## src/rtl/calc_pkg.sv

```systemverilog
// Shared encodings for the BCD calculator datapath: command codes,
// operator codes, one-hot operator constants and operand sizing.
package calc_pkg;

  localparam int DIGITS = 4;
  localparam int OPND_W = 4 * DIGITS;

  typedef enum logic [1:0] {
    SAVE_IDLE = 2'b00,
    SAVE_OP1  = 2'b01,
    SAVE_OPR  = 2'b10,
    SAVE_OP2  = 2'b11
  } save_cmd_t;

  typedef enum logic [1:0] {
    OP_ADD = 2'b00,
    OP_SUB = 2'b01,
    OP_MUL = 2'b10,
    OP_DIV = 2'b11
  } op_code_t;

  localparam logic [3:0] ONEHOT_NONE = 4'b0000;
  localparam logic [3:0] ONEHOT_ADD  = 4'b0001;
  localparam logic [3:0] ONEHOT_SUB  = 4'b0010;
  localparam logic [3:0] ONEHOT_MUL  = 4'b0100;
  localparam logic [3:0] ONEHOT_DIV  = 4'b1000;

  function automatic logic [3:0] op_onehot(input logic [1:0] op);
    logic [3:0] code;
    code = ONEHOT_NONE;
    case (op)
      OP_ADD:  code = ONEHOT_ADD;
      OP_SUB:  code = ONEHOT_SUB;
      OP_MUL:  code = ONEHOT_MUL;
      OP_DIV:  code = ONEHOT_DIV;
      default: code = ONEHOT_NONE;
    endcase
    return code;
  endfunction

  function automatic logic is_bcd_digit(input logic [3:0] d);
    return (d <= 4'd9);
  endfunction

endpackage

```

## src/rtl/memory_bcd_shift_reg.sv

```systemverilog
// BCD operand register: clear, parallel load, or shift in one digit at the
// least significant end. Non-BCD digits are dropped and the value holds.
module bcd_shift_reg
  import calc_pkg::*;
#(
  parameter int DIGITS = 4
) (
  input  logic                  clk,
  input  logic                  rst_n,
  input  logic                  clear,
  input  logic                  load,
  input  logic [4*DIGITS-1:0]   load_value,
  input  logic                  shift,
  input  logic [3:0]            digit,
  output logic [4*DIGITS-1:0]   value
);

  logic [4*DIGITS-1:0] value_next;

  // Clear beats load beats shift; the oldest digit falls off the top on shift.
  always_comb begin
    value_next = value;
    if (clear) begin
      value_next = '0;
    end else if (load) begin
      value_next = load_value;
    end else if (shift && is_bcd_digit(digit)) begin
      value_next = {value[4*DIGITS-5:0], digit};
    end
  end

  always_ff @(posedge clk or negedge rst_n) begin
    if (!rst_n) begin
      value <= '0;
    end else begin
      value <= value_next;
    end
  end

endmodule

```

## src/rtl/memory.sv

```systemverilog
// Operand/operator storage for the BCD calculator: accumulates keypad digits
// into two operands, latches the operator one-hot, reloads save1 on equals.
module memory
  import calc_pkg::*;
#(
  parameter int DIGITS = 4
) (
  input  logic                  clk,
  input  logic                  rst_n,
  input  logic [3:0]            num,
  input  logic [4*DIGITS-1:0]   res,
  input  logic [1:0]            operator,
  input  logic                  clear_enable,
  input  logic                  equ_enable,
  input  logic [1:0]            save_enable,
  input  logic                  op_enable,
  output logic [4*DIGITS-1:0]   save1,
  output logic [4*DIGITS-1:0]   save2,
  output logic [3:0]            op_out
);

  logic       shift1;
  logic       shift2;
  logic       op_latch;
  logic       load1;
  logic       clear2;
  logic [3:0] op_next;

  // Command priority: clear, then equals, then digit/operator commands.
  always_comb begin
    shift1   = 1'b0;
    shift2   = 1'b0;
    op_latch = 1'b0;
    load1    = 1'b0;
    clear2   = 1'b0;
    if (clear_enable) begin
      clear2 = 1'b1;
    end else if (equ_enable) begin
      load1  = 1'b1;
      clear2 = 1'b1;
    end else begin
      shift1   = (save_enable == SAVE_OP1);
      shift2   = (save_enable == SAVE_OP2);
      op_latch = (save_enable == SAVE_OPR) || op_enable;
    end
  end

  always_comb begin
    op_next = op_out;
    if (clear_enable) begin
      op_next = ONEHOT_NONE;
    end else if (op_latch) begin
      op_next = op_onehot(operator);
    end
  end

  always_ff @(posedge clk or negedge rst_n) begin
    if (!rst_n) begin
      op_out <= ONEHOT_NONE;
    end else begin
      op_out <= op_next;
    end
  end

  bcd_shift_reg #(.DIGITS(DIGITS)) u_save1 (
    .clk        (clk),
    .rst_n      (rst_n),
    .clear      (clear_enable),
    .load       (load1),
    .load_value (res),
    .shift      (shift1),
    .digit      (num),
    .value      (save1)
  );

  bcd_shift_reg #(.DIGITS(DIGITS)) u_save2 (
    .clk        (clk),
    .rst_n      (rst_n),
    .clear      (clear2),
    .load       (1'b0),
    .load_value ('0),
    .shift      (shift2),
    .digit      (num),
    .value      (save2)
  );

endmodule

```

## config.mk

```make
export PLATFORM = sky130hd
export DESIGN_NAME = memory
export DESIGN_NICKNAME = d
export VERILOG_FILES = /design/src/rtl/calc_pkg.sv /design/src/rtl/memory_bcd_shift_reg.sv /design/src/rtl/memory.sv
export SDC_FILE = /design/constraint.sdc
export NUM_CORES = 1
export LEC_CHECK = 0
export BUFFER_PORTS_ARGS = -buffer_cell sky130_fd_sc_hd__buf_2
export CAP_MARGIN = 20
export CORE_MARGIN = 2
export CORE_UTILIZATION = 52
export DETAILED_ROUTE_END_ITERATION = 12
export PLACE_DENSITY_LB_ADDON = 0.08
export SKIP_CTS_REPAIR_TIMING = 1
export SYNTH_ARGS = -nofsm -noshare
export SYNTH_HDL_FRONTEND = slang
export SYNTH_SLANG_ARGS = --single-unit
```

## constraint.sdc

```tcl
create_clock -name clk -period 1.9 [get_ports clk]
set_clock_uncertainty 0.1 [all_clocks]
set_input_delay 0.19 -clock clk [delete_from_list [all_inputs] [get_ports clk]]
set_output_delay 0.19 -clock clk [all_outputs]
set_load 0.05 [all_outputs]
```

==> impl_metrics.py <==
metrics = {
    "sta": {
        "worst_slew_pin_slew_ns": 0.7723,
        "final_period_minus_worst_setup_slack_ns": 1.687,
        "drv_slew": 0,
        "hold_viol": 2,
        "rsz0062_at_grt": "false",
        "final_setup_violating_endpoints": 0,
        "hold_slack_ns": -0.009066,
        "timing.max_slew.rel_slack_pct": 48.51,
        "max_clock_freq_mhz": 592.6,
        "timing.final.crit_share_pct": 88.81,
        "fin_tns_setup_ns": 0,
    },
    "floorplanning": {
        "fp.coreArea_um2": 3284,
        "die_w_um": 62.21,
        "placement_rows": 21,
        "start_util_pct": 53.64,
        "num_io_pins": 65,
        "die_height_um": 62.21,
        "die_area_um2": 3869,
    },
    "layout": {
        "layout.area.seq_um2": 900.9,
        "insertedDiodeCount": 0,
        "multi_input_comb_area_um2": 729.5,
        "filler_cell_count": 282,
        "area_delta_synth_final_pct": 29.19,
        "post_route_cells_drive_above_1_share_pct": 40.48,
        "finalNetCount": 280,
    },
    "drt": {
        "detail_route.wirelength_um": 3982,
        "wl_per_cell_um": 13.36,
        "drt_pass1_iterations": 4,
        "detailedRoute.firstIterationViolations": 53,
        "via_count": 1552,
        "drc": 0,
        "ant_nets": 0,
        "route.detailed.vias_per_inst": 5.208,
    },
    "min_path": {
        "hp-class": "in -> reg",
    },
    "clock_tree": {
        "cts-root-to-sink-buffers": 2,
        "cts_bufs_inserted": 5,
        "worstSkewPairLatency_ns": 0.34,
        "cts.reportedPaths.clkPinSlew_ns": 0.11,
        "cts_num_sinks": 36,
        "clock-root-buffer": "clkbuf_4",
        "cts_tree": "done",
        "cts-htree-levels": 2,
    },
    "global_route": {
        "grt_util_all_layers_pct": 21.46,
        "grt_pass1_wl_um": 6575,
        "grt_start_max_net_pins": 37,
        "first_global_vias": 1442,
        "grt-ovfl-total": 0,
        "grt_antenna_before_repair": 0,
    },
    "logic_synthesis": {
        "synth_enable_flop_cells": 0,
        "synth_adder_area_share_pct": 0,
        "ys.flop_type": "dfrtp_1",
        "synth_largest_type_area_fraction_pct": 51.14,
        "mappedNetlistArea_um2": 1762,
        "ys_ff_latch": 36,
        "synth_cells": 179,
        "synth_compound_area_share_pct": 23.51,
        "synthXorXnorAreaFrac_pct": 0,
        "ys_seq_area_share_pct": 51.14,
        "synth.top_cells.by_area": "dfrtp_1 (51%), nand2_1 (9.8%), a221oi_2 (8.5%)",
        "synth_top_area_cell": "dfrtp_1",
        "mappedNetlistNets": 208,
        "dominant_combinational_cell_family_by_area_after_synthesis": "compound AO/OA/AOI/OAI gates",
        "yosys_warnings": 0,
        "synthDistinctLibCells": 27,
        "avgSynthCellArea_um2": 9.842,
        "simple_gate_share_of_the_synthesized_area_pct": 15.98,
        "portion_of_netlist_area_occupied_by_mux_cells_pct": 1.918,
        "synth-async-reset-ratio_pct": 100.0,
    },
    "placement": {
        "dpl.hpwl_um": 2798,
        "portBuffers": 64,
        "place.gp.congestion": 0.7297,
    },
    "power": {
        "finalPower_mw": 1.690,
        "vdd.ir_drop.worst_mv": 0.4622,
        "power_leakage_nw": 1.140,
        "p_per_area_nw_per_um2": 742.6,
    },
    "critical_path": {
        "rrSetupSlack_ns": 0.91,
        "crit_family": "simple AND/OR/NAND/NOR gates",
        "worst-path-buf-inv": 2,
        "timing.critical_path.arrival_ns": 1.82,
        "worstPathCellList": "dlygate4sd3_1 > buf_2 > o21ai_2 > nand3_1 > nand2_1 > a21oi_1",
        "worstSetupEndpointType": "register",
        "timing.critical_path.fanout_max": 16,
        "timing.critical_path.required_ns": 2.03,
        "critical_path_class": "in -> reg",
        "critical_path.slowest_cell": "dlygate4sd3_1",
        "crit_path_max_incr_delay_ns": 0.52,
        "timing.critical_path.from_type": "input port",
    },
    "flow_run": {
        "cap_violations": 0,
    },
    "run_status": {
        "violated_checks": "hold timing",
        "run_status": "complete, but fails checks",
    },
}
final timing paths:
path,depth (start not counted),from,to
max,6,num[1],u_save2.value[7]$_DFFE_PN0P_
min,3,res[4],u_save1.value[4]$_DFFE_PN0P_
max reg2reg,2,u_save1.value[1]$_DFFE_PN0P_,u_save1.value[1]$_DFFE_PN0P_
min reg2reg,1,op_out[3]$_DFFE_PN0P_,op_out[3]$_DFFE_PN0P_
max in group asynchronous,2,rst_n,op_out[2]$_DFFE_PN0P_
min in group asynchronous,2,rst_n,u_save1.value[12]$_DFFE_PN0P_
cells by family after synthesis:
| kind of cell | after synthesis |
|---|---|
| buffers and inverters | 28 |
| muxes | 3 |
| DFF | 36 |
| and+or+nand+nor | 63 |
| AOI/OAI and AO/OA | 49 |
metrics by stage:
step / instance area [um2] / setup WS, ns / std cells / utilization, % / hold WS [ns]
3_5_place_dp: 2079 / 0.3724 / 278 / 63.31 / 0.2180
4_1_cts: 2156 / 0.5510 / 286 / 65.64 / -0.1684
2_1_floorplan: 1762 / 0.7079 / 179 / - / -0.2056
5_1_grt: 2276 / 0.08178 / 298 / 69.30 / 0.002813
3_3_place_gp: 2079 / 0.4250 / 278 / 63.31 / 0.2112
6_report: 2276 / 0.2125 / 298 / 69.30 / -0.009066
layout make-up:
type,count,share of cell area (%)
timing repair buffer,78,20.01
tap,46,2.529
sequential,36,39.58
clock buffer,6,1.814
multi-input combinational,115,32.05
inverter,15,2.474
clock inverter,2,1.539
registers in the layout, summed over array words and instances, names as in the netlist:
| signal | cells |
|---|---|
| op_out | 4 |
| u_save1.value | 16 |
| u_save2.value | 16 |
where the power goes:
part / switching (mW) / internal (mW)
sequential: 0.0234 / 0.795
clock: 0.251 / 0.276
combinational: 0.237 / 0.108
total: 0.511 / 1.18
placed cells by master, fill, tap and decap left out, drive strengths merged:
master / netlist / layout
a21bo: 1 / 1
a21oi: 31 / 31
a221oi: 16 / 16
and2: 1 / 1
and3: 1 / 1
buf: 10 / 66
bufinv: 0 / 1
clkbuf: 3 / 6
clkinv: 0 / 1
dfrtp: 36 / 36
dlygate4sd3: 0 / 12
inv: 15 / 15
mux2: 3 / 3
nand2: 47 / 47
nand2b: 1 / 1
nand3: 1 / 1
nand4b: 1 / 1
nor2: 1 / 1
nor2b: 4 / 4
nor3: 3 / 3
nor3b: 2 / 2
o21ai: 1 / 1
or2: 1 / 1
cells in the mapped netlist (2+ instances only):
cell      number
nor3b_1        2
a221oi_2      10
a221oi_1       6
clkbuf_1       3
mux2_2         3
buf_4          2
nand2_1       46
a21oi_1       21
nor2b_1        3
buf_2          6
nor3_1         3
inv_1         15
dfrtp_1       36
a21oi_2       10
layer usage:
metal	part of all wire (%)	track usage (%)
met1	45	28.18
met2	47	33.83
met3	6.7	6.159
met4	1.6	8.333
met5	0	0
tightest hold or removal path, cell delays in order:
cell      delay, ns
buf_2          0.09
inv_1          0.06
a221oi_2       0.06
No activity file was read; power rests on OpenSTA's default activity.
